## src/rtl/cpu_pkg.sv

```systemverilog
`default_nettype none
// ============================================================================
// cpu_pkg : shared constants for the 16-bit CPU front end
// Rev 1.0
// ============================================================================
package cpu_pkg;
  localparam int XLEN  = 16;
  localparam int NREGS = 16;
  localparam int RW    = 4;

  localparam logic [3:0] OP_ADD  = 4'h0;
  localparam logic [3:0] OP_SUB  = 4'h1;
  localparam logic [3:0] OP_AND  = 4'h2;
  localparam logic [3:0] OP_OR   = 4'h3;
  localparam logic [3:0] OP_XOR  = 4'h4;
  localparam logic [3:0] OP_SHL  = 4'h5;
  localparam logic [3:0] OP_SHR  = 4'h6;
  localparam logic [3:0] OP_ADDI = 4'h7;
  localparam logic [3:0] OP_LDI  = 4'h8;
  localparam logic [3:0] OP_LD   = 4'h9;
  localparam logic [3:0] OP_ST   = 4'hA;
  localparam logic [3:0] OP_BEQ  = 4'hB;
  localparam logic [3:0] OP_JMP  = 4'hC;
  localparam logic [3:0] OP_HALT = 4'hF;

  localparam int OP_HI  = 15;
  localparam int OP_LO  = 12;
  localparam int RD_HI  = 11;
  localparam int RD_LO  = 8;
  localparam int RS1_HI = 7;
  localparam int RS1_LO = 4;
  localparam int RS2_HI = 3;
  localparam int RS2_LO = 0;
  localparam int IMM8_HI = 7;

  function automatic logic [XLEN-1:0] sext4(input logic [3:0] v);
    return {{(XLEN-4){v[3]}}, v};
  endfunction
endpackage
`default_nettype wire

```

## src/rtl/decode_ctrl.sv

```systemverilog
`default_nettype none
// ============================================================================
// decode_ctrl : opcode -> operand usage and control flags (combinational)
// Rev 1.0
// ============================================================================
module decode_ctrl
  import cpu_pkg::*;
(
  input  logic [3:0] op,
  output logic       uses_rs1,
  output logic       uses_rs2,
  output logic       rs2_from_rd,
  output logic       reg_write,
  output logic       mem_read,
  output logic       mem_write,
  output logic       illegal,
  output logic       imm_zext8
);
  always_comb begin
    uses_rs1    = 1'b0;
    uses_rs2    = 1'b0;
    rs2_from_rd = 1'b0;
    reg_write   = 1'b0;
    mem_read    = 1'b0;
    mem_write   = 1'b0;
    illegal     = 1'b0;
    imm_zext8   = 1'b0;
    case (op)
      OP_ADD, OP_SUB, OP_AND, OP_OR, OP_XOR, OP_SHL, OP_SHR: begin
        uses_rs1  = 1'b1;
        uses_rs2  = 1'b1;
        reg_write = 1'b1;
      end
      OP_ADDI: begin
        uses_rs1  = 1'b1;
        reg_write = 1'b1;
      end
      OP_LDI: begin
        reg_write = 1'b1;
        imm_zext8 = 1'b1;
      end
      OP_LD: begin
        uses_rs1  = 1'b1;
        reg_write = 1'b1;
        mem_read  = 1'b1;
      end
      // Stores and branches read the rd field as their second source.
      OP_ST: begin
        uses_rs1    = 1'b1;
        uses_rs2    = 1'b1;
        rs2_from_rd = 1'b1;
        mem_write   = 1'b1;
      end
      OP_BEQ: begin
        uses_rs1    = 1'b1;
        uses_rs2    = 1'b1;
        rs2_from_rd = 1'b1;
      end
      OP_JMP:  uses_rs1 = 1'b1;
      OP_HALT: ;
      default: illegal = 1'b1;
    endcase
  end
endmodule
`default_nettype wire

```

## src/rtl/decode_stage.sv

```systemverilog
`default_nettype none
// ============================================================================
// decode_stage : decode/issue with load-use scoreboard and ID/EX register
// Rev 1.0
// ============================================================================
module decode_stage
  import cpu_pkg::*;
(
  input  logic            clk,
  input  logic            rst,
  input  logic            if_valid,
  output logic            if_ready,
  input  logic [XLEN-1:0] if_instr,
  input  logic [XLEN-1:0] if_pc,
  output logic [RW-1:0]   rf_rs1,
  output logic [RW-1:0]   rf_rs2,
  input  logic [XLEN-1:0] rf_rs1_data,
  input  logic [XLEN-1:0] rf_rs2_data,
  input  logic            wb_valid,
  input  logic [RW-1:0]   wb_rd,
  input  logic            flush,
  output logic            ex_valid,
  input  logic            ex_ready,
  output logic [3:0]      ex_op,
  output logic [RW-1:0]   ex_rd,
  output logic [XLEN-1:0] ex_a,
  output logic [XLEN-1:0] ex_b,
  output logic [XLEN-1:0] ex_imm,
  output logic [XLEN-1:0] ex_pc,
  output logic            ex_reg_write,
  output logic            ex_mem_read,
  output logic            ex_mem_write,
  output logic            ex_illegal
);
  localparam logic [NREGS-1:0] R0_MASK = NREGS'(1);

  logic [3:0]      op;
  logic [RW-1:0]   rd;
  logic            uses_rs1, uses_rs2, rs2_from_rd, reg_write;
  logic            mem_read, mem_write, illegal, imm_zext8;
  logic [NREGS-1:0] scoreboard, wb_clr, ld_set, pend;
  logic            halted, hazard, accept;
  logic [XLEN-1:0] imm;

  assign op = if_instr[OP_HI:OP_LO];
  assign rd = if_instr[RD_HI:RD_LO];

  decode_ctrl u_ctrl (
    .op          (op),
    .uses_rs1    (uses_rs1),
    .uses_rs2    (uses_rs2),
    .rs2_from_rd (rs2_from_rd),
    .reg_write   (reg_write),
    .mem_read    (mem_read),
    .mem_write   (mem_write),
    .illegal     (illegal),
    .imm_zext8   (imm_zext8)
  );

  assign rf_rs1 = if_instr[RS1_HI:RS1_LO];
  assign rf_rs2 = rs2_from_rd ? rd : if_instr[RS2_HI:RS2_LO];
  assign imm    = imm_zext8 ? {{(XLEN-8){1'b0}}, if_instr[IMM8_HI:0]}
                            : sext4(if_instr[RS2_HI:RS2_LO]);

  always_comb begin
    wb_clr = '0;
    if (wb_valid) wb_clr[wb_rd] = 1'b1;
  end

  // A load completing this cycle is already bypassed by the regfile.
  assign pend     = scoreboard & ~wb_clr & ~R0_MASK;
  assign hazard   = (uses_rs1 & pend[rf_rs1]) | (uses_rs2 & pend[rf_rs2]);
  assign if_ready = !rst && !halted && !hazard && (!ex_valid || ex_ready);
  assign accept   = if_valid && if_ready && !flush;

  always_comb begin
    ld_set = '0;
    if (accept && mem_read && (rd != '0)) ld_set[rd] = 1'b1;
  end

  always_ff @(posedge clk) begin
    if (rst) begin
      scoreboard <= '0;
      halted     <= 1'b0;
    end else begin
      scoreboard <= (scoreboard & ~wb_clr) | ld_set;
      if (accept && (op == OP_HALT)) halted <= 1'b1;
    end
  end

  always_ff @(posedge clk) begin
    if (rst) begin
      ex_valid     <= 1'b0;
      ex_op        <= '0;
      ex_rd        <= '0;
      ex_a         <= '0;
      ex_b         <= '0;
      ex_imm       <= '0;
      ex_pc        <= '0;
      ex_reg_write <= 1'b0;
      ex_mem_read  <= 1'b0;
      ex_mem_write <= 1'b0;
      ex_illegal   <= 1'b0;
    end else if (flush) begin
      ex_valid <= 1'b0;
    end else if (accept) begin
      ex_valid     <= 1'b1;
      ex_op        <= op;
      ex_rd        <= rd;
      ex_a         <= rf_rs1_data;
      ex_b         <= rf_rs2_data;
      ex_imm       <= imm;
      ex_pc        <= if_pc;
      ex_reg_write <= reg_write && (rd != '0);
      ex_mem_read  <= mem_read;
      ex_mem_write <= mem_write;
      ex_illegal   <= illegal;
    end else if (ex_ready) begin
      ex_valid <= 1'b0;
    end
  end
endmodule
`default_nettype wire

```

## config.mk

```make
export PLATFORM = sky130hd
export DESIGN_NAME = decode_stage
export DESIGN_NICKNAME = d
export VERILOG_FILES = /design/src/rtl/cpu_pkg.sv /design/src/rtl/decode_ctrl.sv /design/src/rtl/decode_stage.sv
export SDC_FILE = /design/constraint.sdc
export NUM_CORES = 1
export LEC_CHECK = 0
export CAP_MARGIN = 30
export CORE_ASPECT_RATIO = 1.5
export CORE_UTILIZATION = 40
export CTS_CLUSTER_DIAMETER = 40
export DETAILED_ROUTE_END_ITERATION = 10
export GPL_TIMING_DRIVEN = 0
export MAX_ROUTING_LAYER = met4
export PLACE_DENSITY = 0.77
export SYNTH_ARGS = -nofsm -noshare
export SYNTH_HDL_FRONTEND = slang
export SYNTH_HIERARCHICAL = 1
export SYNTH_SLANG_ARGS = --single-unit
```

## constraint.sdc

```tcl
create_clock -name clk -period 3.6 [get_ports clk]
set_clock_uncertainty 0.2 [all_clocks]
set_input_delay 0.54 -clock clk [delete_from_list [all_inputs] [get_ports clk]]
set_output_delay 0.54 -clock clk [all_outputs]
set_load 0.01 [all_outputs]
```

# [Word level (Yosys, flattened, before mapping)]
# Cells that the tools add are included.
# Widths: inputs -> output; s select.
[word_totals] inputBits=74 word_cells=88 latchBits=0 memories=0 output_inout_bits=86 register_bits=94 ramBits=0 romBits=0
[classes] eq_ne=13 n_mux=22 mul=0 n_reduce_logical=27 bitwise_logic=7 shifts=0 div=0 addsub=0 n_lt_le_gt_ge=6
[op_table] op="$mux 16" n=3
[op_table] op="$eq 4x4->1 const B" n=6
[op_table] op="$lt 4x5->1 const B" n=4
[op_table] op="$and 16x16->16" n=1
[op_table] op="$eq 4x3->1 const B" n=4
[op_table] op="$not 16->16" n=1
[op_table] op="$or 16x16->16" n=1
[op_table] op="$mux 1" n=14
[op_table] op="$reduce_or 14->1" n=1
[op_table] op="$reduce_or 12->1" n=1
[op_table] op="$logic_and 1x1->1" n=11
[op_table] op="$reduce_or 10->1" n=1
[op_table] op="$reduce_or 9->1" n=1
[op_table] op="$bmux 1 s4" n=2
[op_table] op="$demux 1 s4" n=2
[op_table] op="$eq 4x2->1 const B" n=2
[op_table] op="$ge 4x1->1 const B" n=2
[op_table] op="$logic_not 1->1" n=5
[op_table] op="$eq 4x1->1 const B" n=1
[op_table] op="$logic_not 4->1" n=1
[op_table] op="$mux 4" n=1
[op_table] op="$reduce_bool 4->1" n=1
[op_table] op="$reduce_or 2->1" n=2
[op_table] op="$and 1x1->1" n=2
[op_table] op="other kinds (5)" n=5

# [Logic depth before layout (Yosys ltp)]
# Gate-level depths: netlist of the first run.
[logic_depth] depth_word=20 mapped_depth=12 ltp_nobuf=9

# [Cells and area by module]
# The synthesis of the first run kept the hierarchy.
[by_module_without_submodules] module="decode_stage" area_per_inst_um2=4065.1 n_inst=1 seq_area_each_um2=1721.7 cells_per_inst=397
[by_module_without_submodules] module="decode_ctrl" area_per_inst_um2=87.6 n_inst=1 seq_area_each_um2=0.0 cells_per_inst=15

# [Worst setup path before layout of the first run]
# Ideal clock, no wire load.
[synth_timing] path_kind="input-to-reg" startpoint="input port if_instr[14]" endpoint="register ex_a[14]" setup_time_ps=121 stages=12 path_slack_ps=7 required_time_ps=3279 path_buffers=3 arrival_time_ps=3272 path_cell_list="nand2b_1 -> nor2_1 -> mux2i_2 -> clkinv_2 -> mux2i_1 -> a211o_1 -> a31o_1 -> a311o_1 -> clkbuf_1 -> buf_6 -> buf_6 -> mux2_4"
[synth_via] elab_chain_cells=14 word_cells_on_any_way=30 classes_between="eq/ne: 11; mux: 6; bitwise: 3; reduce/logical: 10"
[synth_lines] element="start: declaration" line="decode_stage.sv:13" rtl="input logic [XLEN-1:0] if_instr,"
[synth_lines] element="$eq 4x4->1" line="decode_ctrl.sv:28" rtl="case (op)"
[synth_lines] element="$reduce_or 2->1 (no source line) (*)"
[synth_lines] element="$mux 1 (*)" line="decode_ctrl.sv:28"
[synth_lines] element="via rs2_from_rd" line="decode_stage.sv:39" rtl="logic uses_rs1, uses_rs2, rs2_from_rd, reg_write;"
[synth_lines] element="$mux 4 (*)" line="decode_stage.sv:61" rtl="assign rf_rs2 = rs2_from_rd ? rd : if_instr[RS2_HI:RS2_LO];"
[synth_lines] element="via rf_rs2[0]" line="decode_stage.sv:16" rtl="output logic [RW-1:0] rf_rs2,"
[synth_lines] element="$bmux 1 s4 (*)" line="decode_stage.sv:72" rtl="assign hazard = (uses_rs1 & pend[rf_rs1]) | (uses_rs2 & pend[rf_rs2]);"
[synth_lines] element="$mux 1 (implied by the code) (*)" line="decode_stage.sv:72"
[synth_lines] element="$and 1x1->1 (*)" line="decode_stage.sv:72"
[synth_lines] element="$or 1x1->1 (*)" line="decode_stage.sv:72"
[synth_lines] element="$logic_not 1->1 (*)" line="decode_stage.sv:73" rtl="assign if_ready = !rst && !halted && !hazard && (!ex_valid || ex_ready);"
[synth_lines] element="$logic_and 1x1->1 (*) (2 in series)" line="decode_stage.sv:73"
[synth_lines] element="$logic_and 1x1->1 (*) (2 in series)" line="decode_stage.sv:74" rtl="assign accept = if_valid && if_ready && !flush;"
[synth_lines] element="$reduce_and 2->1 (no source line) (*)"
[synth_lines] element="end signal: assignment" line="decode_stage.sv:110" rtl="ex_a <= rf_rs1_data;"
[synth_lines] element="end: declaration" line="decode_stage.sv:26" rtl="output logic [XLEN-1:0] ex_a,"
# The timed path passes the listed nets; every way through them passes the cells marked *. The select of a mux whose other input is x is not followed.
# A chain may end at the register's enable or synchronous reset.

# [Worst setup path after layout of the first run]
[layout_timing] startpoint="input port wb_rd[0]" endpoint="output port if_ready"
[layout_via] elab_chain_cells=14 word_cells_on_any_way=18 classes_between="order compare: 2; mux: 7; bitwise: 5; reduce/logical: 4"
[layout_lines] element="start: declaration" line="decode_stage.sv:20" rtl="input logic [RW-1:0] wb_rd,"
[layout_lines] element="$lt 4x5->1 (implied by the code) / $ge 4x1->1 (equally long branches)" line="decode_stage.sv:67" rtl="if (wb_valid) wb_clr[wb_rd] = 1'b1;"
[layout_lines] element="$logic_and 1x1->1 (implied by the code)" line="decode_stage.sv:67"
[layout_lines] element="$mux 1 (implied by the code)" line="decode_stage.sv:67"
[layout_lines] element="$demux 1 s4 (*)" line="decode_stage.sv:67"
[layout_lines] element="$mux 16 (*)" line="decode_stage.sv:67"
[layout_lines] element="$not 16->16 (*)" line="decode_stage.sv:71" rtl="assign pend = scoreboard & ~wb_clr & ~R0_MASK;"
[layout_lines] element="$and 16x16->16 (*)" line="decode_stage.sv:71"
[layout_lines] element="$bmux 1 s4" line="decode_stage.sv:72"
[layout_lines] element="$mux 1 (implied by the code)" line="decode_stage.sv:72"
[layout_lines] element="$and 1x1->1" line="decode_stage.sv:72"
[layout_lines] element="$or 1x1->1 (*)" line="decode_stage.sv:72"
[layout_lines] element="$logic_not 1->1 (*)" line="decode_stage.sv:73"
[layout_lines] element="$logic_and 1x1->1 (*) (2 in series)" line="decode_stage.sv:73"
[layout_lines] element="end: declaration" line="decode_stage.sv:12" rtl="output logic if_ready,"
# Mark *: on every way between the ends. The rest lies on a longest branch, timed or not. The select of a mux whose other input is x is not followed.

==> results.ini, run 1 <==
[finish]
final_area_um2 = 6240
area_growth_pct = 50.3
finalNetCount = 657
post-route-util_pct = 61.6
final_cell_mix = clkdlybuf4s50_1 (152), dfxtp_1 (86), nor2b_1 (69)
final_cell_count_no_fill = 704
final_common_cell = clkdlybuf4s50_1
drive_gt1_share_pct = 14.1
diodes = 0

[die]
fp.dieW_um = 85.2
ios = 160
row_count = 45
die_area_um2 = 10800
fp.dieH_um = 127
coreArea_um2 = 10100
start_util_pct = 41.0

[setup_path]
critPathKind = in2out
critical_path_arrival_ns = 2.78
end_kind = output port
r2r-start = scoreboard[12]
critPathBufInv = 4
start_kind = primary input
crit_required_ns = 2.86
cp_slowest_cell = clkdlybuf4s50_1
slowest_delay_ns = 0.46
crit_top_cell = buf_4
worst-path-max-fanout = 5
cp.depth = 10
r2r_slack_ns = 0.99
crit_start = wb_rd[0]
worstPathCellList = clkdlybuf4s50_1, nand3b_1, buf_4, buf_4, o2111ai_1, nand4_1, o311ai_1, o211ai_1, a31oi_2, buf_2
r2r-end = ex_rd[2]
reg2reg_depth = 9
critPathTopFamily = buffers and inverters

[detailed_routing]
drc = 0
vias = 3711
route.detailed.wl_per_inst_um = 17.1
firstDrtPassIters = 4
vias_per_cell = 5.27
dr.first_iter.drc_count = 193
ant_nets = 0
drt_wl_total_um = 12000

[global_route]
grt_first_pass_wirelength_um = 19300
grt_max_degree = 14
grtUsageTotal_pct = 23.6
grt_pass1_vias = 3883
overflow = 0
antenna_found_initial = 0

[pwr]
irDropWorstVdd_mv = 0.324
power_density_nw_per_um2 = 372
p_leak_nw = 2.49

[synthesis]
synth_seq_area_share_pct = 41.5
async_flop_share_pct = 0
netlist_instances = 412
yosys_warnings = 6
synth-seq-cells = 86
avgSynthCellArea_um2 = 10.1
syn_nets = 486
ys.flop_type = dfxtp_1
synth_edf_count = 0
netlist_area_um2 = 4150
synth_cell_type_count = 44

[placement]
dpl.hpwl_um = 9130
place_congestion = 0.874
portBuffers = 156
post-place-ws_ns = -1.15
dp_cells = 685
dpl-instance-area_um2 = 5860

[flow_run]
drv_cap = 0

[clock_tree]
htreeDepth = 3
hold_buffers = 0
clockBufferDepth = 2
cts_root_buf = clkbuf_16
cts_tree = yes
clock_latency_ns = 0.32
cts.sinks = 86
numCtsBuffers = 9
clk_pin_slew_worst_paths_ns = 0.06

[timing]
max_freq_mhz = 284
slew_viol_final = 0
tightest_slew_ns = 0.725
hold_viol = 0
setup_viol = 0
grt_setup_unrepaired = false
fin_crit_ns = 3.52
finalSetupTns_ns = 0
relSlewSlack_pct = 51.3
period_share_pct = 97.8
layout_setup_ws_ns = 0.0799

[min_path]
whs_endpoint = halted
holdPathStages = 2
hp-start = halted
hold_path.class = reg2reg

[outcome]
status = completed

## state kept, by name, indices dropped and copies added, names as in the netlist
name	count
ex_a	16
ex_pc	16
ex_b	16
ex_rd	4
ex_illegal	1
ex_op	4
ex_mem_read	1
ex_mem_write	1
ex_imm	9
ex_reg_write	1
scoreboard	15
ex_valid	1
halted	1
## cell usage after synthesis, types with 2 or more instances
cell type   n  area (um2)
o21ai_1     5        25.0
a21oi_1     6        30.0
nand4_1     6        37.5
nand3b_1    2        15.0
nor2_1     13        48.8
o2111ai_1   6        52.6
nor2b_1    69         432
nand2b_1   19         119
nor3_1      2        10.0
inv_1       4        15.0
nand3_1    14        70.1
dfxtp_1    86        1720
o211ai_1    9        67.6
buf_4      11        82.6
mux2_1     45         507
nand2_1     9        33.8
o22ai_1    15        93.8
o311ai_1    2        17.5
buf_2       8        40.0
mux2i_1     9        90.1
mux2_4     21         315
buf_6       3        33.8
clkbuf_1   14        52.6
mux2_2      2        22.5
o21ai_0    13        65.1
## power by group
part	internal, mW	switching, mW
registers	0.991	0.0184
clock network	0.550	0.362
logic	0.233	0.169
total	1.77	0.549
## cells by family after synthesis
| family | synth area share [%] |
|---|---|
| and+or+nand+nor | 19.4 |
| DFF | 41.5 |
| muxes | 22.8 |
| AOI/OAI and AO/OA | 10.7 |
| buffers and inverters | 5.60 |
## tightest hold or removal path, stage by stage (launching register included)
cell and delay, ns:
dfxtp_1 0.33, nand2b_1 0.06, o31ai_1 0.05
## how the worst max path moves through the flow
| stage | slack, ns | endpoint |
|---|---|---|
| after global placement | -1.09 | if_ready |
| after global routing | 0.005 | if_ready |
| after floorplan | 0.007 | ex_a[14] |
| final | 0.08 | if_ready |
| after detailed placement | -1.15 | if_ready |
| after CTS | 0.009 | if_ready |
## layout make-up
cell class / count / area [um2]
Inverter: 6 / 27.5
Multi-Input combinational cell: 284 / 2260
Timing Repair Buffer: 161 / 1590
Clock buffer: 11 / 243
Tap cell: 117 / 146
Clock inverter: 4 / 47.5
Fill cell: 866 / 3890
Buffer: 35 / 210
Sequential cell: 86 / 1720
## layer usage
metal,wire length (um),track usage (%),share of wire (%)
met3,597,3.51,5.0
met1,4620,25.2,38
met2,6460,43.0,54
met4,350,9.97,2.9
met5,0,-,0
## repair_timing
| item | in CTS | in global routing |
|---|---|---|
| endpoints found under the setup margin | 88 | 77 |
| setup buffers | 4 | 1 |
| pin swaps | 3 | 4 |
| gates resized for setup | 21 | 9 |
## through the flow
step	power, mW	hold WS (ns)
after CTS	2.34	0.279
after floorplan	1.20	0.233
after global placement	1.41	0.246
after global routing	2.41	0.308
after detailed placement	1.42	0.263
final	2.32	0.272
Note: power is estimated with default switching activity, not from simulation.
==> run 2: changes to the inputs <==
--- a/config.mk
+++ b/config.mk
@@ -12,7 +12,7 @@
 export DETAILED_ROUTE_END_ITERATION = 10
 export GPL_TIMING_DRIVEN = 0
 export MAX_ROUTING_LAYER = met4
-export PLACE_DENSITY = 0.77
+export PLACE_DENSITY = 0.75
 export SYNTH_ARGS = -nofsm -noshare
 export SYNTH_HDL_FRONTEND = slang
 export SYNTH_HIERARCHICAL = 1
==> run 2 against run 1 <==
  * Via count is 0.84% lower
  * Total power is 1.5% lower
  * Clock-buffer cell count is 1 lower
  * Die area stayed put
  * Critical path type unchanged
  * Critical endpoint unchanged
==> results.ini, run 2 (synthesis results as in run 1) <==
[outcome]
status = completed

[finish]
area_growth_pct = 49.9
final_cell_mix = clkdlybuf4s50_1 (152), dfxtp_1 (86), nor2b_1 (69)
diodes = 0
final_common_cell = clkdlybuf4s50_1
finalNetCount = 658
post-route-util_pct = 61.4
top_regs = ex_a (16), ex_b (16), ex_pc (16)
final_cell_count_no_fill = 706
final_area_um2 = 6220
drive_gt1_share_pct = 13.4

[timing]
worst_hold_slack_ns = 0.285
max_freq_mhz = 278
setup_viol = 0
grt_setup_unrepaired = true
relSlewSlack_pct = 56.9
tightest_slew_ns = 0.642
finalSetupTns_ns = 0
hold_viol = 0
fin_crit_ns = 3.59
period_share_pct = 99.7
layout_setup_ws_ns = 0.00911
slew_viol_final = 0

[setup_path]
r2r_slack_ns = 1.10
crit_required_ns = 2.86
r2r-end = ex_pc[2]
critical_path_arrival_ns = 2.85
worst-path-max-fanout = 6
reg2reg_depth = 8
r2r-start = scoreboard[3]
end_kind = output port
start_kind = primary input
critPathKind = in2out
cp_slowest_cell = mux2i_4
worstPathCellList = dlygate4sd2_1, nand2b_4, nor2_4, mux2i_4, buf_6, mux2_1, o31a_1, o311ai_1, a31oi_1, clkdlybuf4s15_1
slowest_delay_ns = 0.33

[detailed_routing]
ant_nets = 0
route.detailed.wl_per_inst_um = 16.5
vias_per_cell = 5.21
dr.first_iter.drc_count = 186
vias = 3680
firstDrtPassIters = 4
drc = 0
drt_wl_total_um = 11700

[placement]
dp_cells = 685
post-place-ws_ns = -1.03
place_congestion = 0.897
dpl-instance-area_um2 = 5860
dpl.hpwl_um = 8960
portBuffers = 156

[pwr]
p_leak_nw = 2.48
power_density_nw_per_um2 = 368
power.total_mw = 2.29
irDropWorstVdd_mv = 0.263

[min_path]
hold_path.class = reg2reg
hp-start = ex_imm[4]
holdPathStages = 2
whs_endpoint = ex_imm[4]

[clock_tree]
numCtsBuffers = 9
hold_buffers = 0
cts.sinks = 86
cts_tree = yes
clk_pin_slew_worst_paths_ns = 0.07
clock_latency_ns = 0.34
clockBufferDepth = 2
htreeDepth = 3
cts_root_buf = clkbuf_16

[die]
ios = 160
coreArea_um2 = 10100
start_util_pct = 41.0
fp.dieW_um = 85.2
fp.dieH_um = 127
row_count = 45
die_area_um2 = 10800

[global_route]
overflow = 0
grtUsageTotal_pct = 22.7
antenna_found_initial = 0
grt_max_degree = 16
grt_pass1_vias = 3749
grt_first_pass_wirelength_um = 18500

[flow_run]
drv_cap = 0

[run 2: cell types whose count changed in the layout (fill, tap and decap cells not counted), moves of 2 or more]
| cell | change |
|---|---|
| clkinvlp_4 | +2 |
| clkdlybuf4s15_1 | +2 |
| clkbuf_4 | -2 |
| o21ai_0 | +2 |
| o21ai_2 | -2 |
[run 2: worst max-delay path: cells and delay by family]
| family | cells | cell delay (ns) |
|---|---|---|
| AO/OA/AOI/OAI | 3 | 0.51 |
| buffers and inverters | 3 | 0.72 |
| multiplexers | 2 | 0.66 |
| AND/OR/NAND/NOR | 2 | 0.41 |
[run 2: final cells by class]
cell class	count	area (um2)
multi-input cells	284	2230
plain buffers	35	205
inverters	6	27.5
fillers	899	3910
clock buffers	10	239
clock inverters	6	45.0
flip-flops and latches	86	1720
repair buffers	162	1610
well taps	117	146
[run 2: worst max path at each step]
stage | startpoint | endpoint | cells past startpoint
final | if_instr[14] | if_ready | 10
after global routing | if_instr[14] | if_ready | 10
after CTS | if_instr[14] | if_ready | 10
after detailed placement | if_instr[14] | ex_pc[4] | 13
after global placement | if_instr[14] | if_ready | 10
after floorplan | if_instr[14] | ex_a[14] | 12
[run 2: layer usage]
metal / GRT usage (%) / share of wire (%)
met5: - / 0
met2: 39.9 / 52
met3: 4.75 / 6.2
met4: 9.67 / 3.0
met1: 24.6 / 38
[run 2: report_power, final]
part	leakage (nW)	internal, mW	total [mW]	switching, mW
logic	1.65	0.233	0.399	0.165
clock network	0.131	0.489	0.881	0.392
registers	0.699	0.990	1.01	0.0186
total	2.48	1.71	2.29	0.576
[run 2: what timing repair did]
action / CTS / global route
endpoints found under the setup margin: 88 / 75
cloned: 0 / 0
hold endpoints to repair: 0 / 0
pin swaps: 1 / 0
gates resized for setup: 14 / 3
setup buffers: 4 / 2
==> run 3: changes to the inputs <==
--- a/config.mk
+++ b/config.mk
@@ -6,13 +6,15 @@
 export NUM_CORES = 1
 export LEC_CHECK = 0
 export CAP_MARGIN = 30
+export CELL_PAD_IN_SITES_DETAIL_PLACEMENT = 1
+export CELL_PAD_IN_SITES_GLOBAL_PLACEMENT = 1
 export CORE_ASPECT_RATIO = 1.5
-export CORE_UTILIZATION = 40
+export CORE_UTILIZATION = 30
 export CTS_CLUSTER_DIAMETER = 40
 export DETAILED_ROUTE_END_ITERATION = 10
 export GPL_TIMING_DRIVEN = 0
 export MAX_ROUTING_LAYER = met4
-export PLACE_DENSITY = 0.75
+export PLACE_DENSITY = 0.76
 export SYNTH_ARGS = -nofsm -noshare
 export SYNTH_HDL_FRONTEND = slang
 export SYNTH_HIERARCHICAL = 1
==> run 3 against run 2 <==
  * The flow now finishes with violations (DRC)
  * Register-to-register slack got worse by 0.06 ns
  * Highest routed layer unchanged
  * Via count rose by 1.9%
  * Clock-buffer cell count rose by 2
  * Critical path type is now in2reg
  * Total power fell by 0.56%
  * Sequential cell count did not move
  * Critical path depth rose by 3
  * Maximum frequency rose by 3.7%
  * Sequential share of layout area fell by 0.17 points
==> results.ini, run 3 (synthesis results as in run 1) <==
[outcome]
status = complete, but fails checks
violations = DRC

[clock_tree]
cts_tree = yes
clock_latency_ns = 0.33
clockBufferDepth = 2
clk_pin_slew_worst_paths_ns = 0.06
cts.sinks = 86
cts_root_buf = clkbuf_16
htreeDepth = 3
numCtsBuffers = 9

[detailed_routing]
route.detailed.wl_per_inst_um = 18.3
vias_per_cell = 4.99
vias = 3750
firstDrtPassIters = 8
ant_nets = 0
dr.first_iter.drc_count = 94
drc = 9
drt_wl_total_um = 13700

[pwr]
seqPwrFrac_pct = 44.3
irDropWorstVdd_mv = 0.210
p_sw_share_pct = 24.9
p_comb_share_pct = 18.0
internal-power_mw = 1.71
p_leak_nw = 2.48
clockPowerShare_pct = 37.7
power_density_nw_per_um2 = 363
switchingPower_uw = 567
power.total_mw = 2.28

[die]
coreArea_um2 = 13500
row_count = 52
die_area_um2 = 14300
fp.dieH_um = 146
fp.dieW_um = 98.1
ios = 160
start_util_pct = 30.7

[global_route]
grt_max_degree = 14
grt_pass1_vias = 4032
grtUsageTotal_pct = 20.0
grt_first_pass_wirelength_um = 21500
overflow = 0
antenna_found_initial = 0

[finish]
final_cell_mix = clkdlybuf4s50_1 (152), dfxtp_1 (86), nor2b_1 (69)
top_regs = ex_a (16), ex_b (16), ex_pc (16)
area_growth_pct = 50.8
final_area_um2 = 6260
diodes = 0
finalNetCount = 658
fillCellCount = 1536
drive_gt1_share_pct = 13.6
final_common_cell = clkdlybuf4s50_1

[placement]
portBuffers = 156
dpl.hpwl_um = 10700
dpl-instance-area_um2 = 5920
place_congestion = 0.897

[timing]
worst_hold_slack_ns = 0.287
setup_viol = 0
max_freq_mhz = 289
period_share_pct = 96.2
relSlewSlack_pct = 60.4
hold_viol = 0
slew_viol_final = 0
fin_crit_ns = 3.46
grt_setup_unrepaired = false
tightest_slew_ns = 0.589

[setup_path]
start_kind = primary input
worst-path-max-fanout = 10
critical_path_arrival_ns = 3.49
critPathKind = in2reg
crit_start = if_instr[14]
end_kind = flip-flop
r2r-start = scoreboard[3]
crit_required_ns = 3.62

[flow_run]
drv_cap = 0

[min_path]
hp-start = ex_imm[5]
hold_path.class = reg2reg

-- run 3: cell count changes in the layout (fill, tap and decap cells not counted), sizes merged --
cell           delta
clkbuf            +3
clkinvlp          -2
clkdlybuf4s15     -1
clkinv            +1
inv               -1
-- run 3: per-layer routing --
layer	GRT usage, %	part of all wire [%]
met1	19.5	37
met2	38.1	55
met3	3.93	5.1
met4	7.65	2.8
met5	-	0
-- run 3: path summary, 6_finish.rpt --
path,endpoint,slack [ns],depth (start not counted)
max,ex_pc[13],0.14,13
min,ex_imm[5],0.29,2
max reg2reg,ex_pc[13],1.04,8
min reg2reg,ex_imm[5],0.29,2
-- run 3: critical path, stage by stage --
cell           delay, ns
dlygate4sd2_1       0.31
nand2b_4            0.19
nor2_4              0.15
mux2i_4             0.34
buf_6               0.17
buf_4               0.12
nor3_1              0.04
a211o_1             0.27
a31o_1              0.24
a311o_2             0.45
buf_6               0.18
buf_6               0.17
mux2_4              0.31
-- run 3: timing repair --
action                                  CTS  global route
pin swaps                                 1             2
gates resized for setup                  16             5
hold buffers                              0             0
endpoints found under the setup margin   89            75
buffers inserted                          6             0
-- run 3: layout make-up --
type                       instances  area (um2)  share of cell area, %
timing repair buffer             162        1600                   25.6
clock inverter                     4        22.5                  0.360
tap                              162         203                   3.24
sequential                        86        1720                   27.5
inverter                           6        27.5                  0.440
multi-input combinational        284        2230                   35.6
clock buffer                      12         246                   3.94
buffer                            35         205                   3.28
-- run 3: through the flow --
| stage | setup slack, ns | TNS (ns) | utilization (%) | cells |
|---|---|---|---|---|
| floorplan | 0.00687 | 0 | - | 412 |
| global placement | -1.25 | -102.24 | 43.7 | 730 |
| detailed placement | -1.24 | -101.06 | 43.7 | 730 |
| CTS | 0.00291 | 0 | 46.2 | 751 |
| global route | 0.0373 | 0 | 46.3 | 751 |
| finish | 0.136 | 0 | 46.3 | 751 |
-- run 3: power groups by stage --
stage               combinational (mW)  clock, mW  sequential [mW]
floorplan                        0.155          0             1.05
global placement                 0.394          0             1.03
detailed placement               0.402          0             1.03
CTS                              0.414      0.881             1.01
global route                     0.437      0.916             1.01
finish                           0.409      0.857             1.01
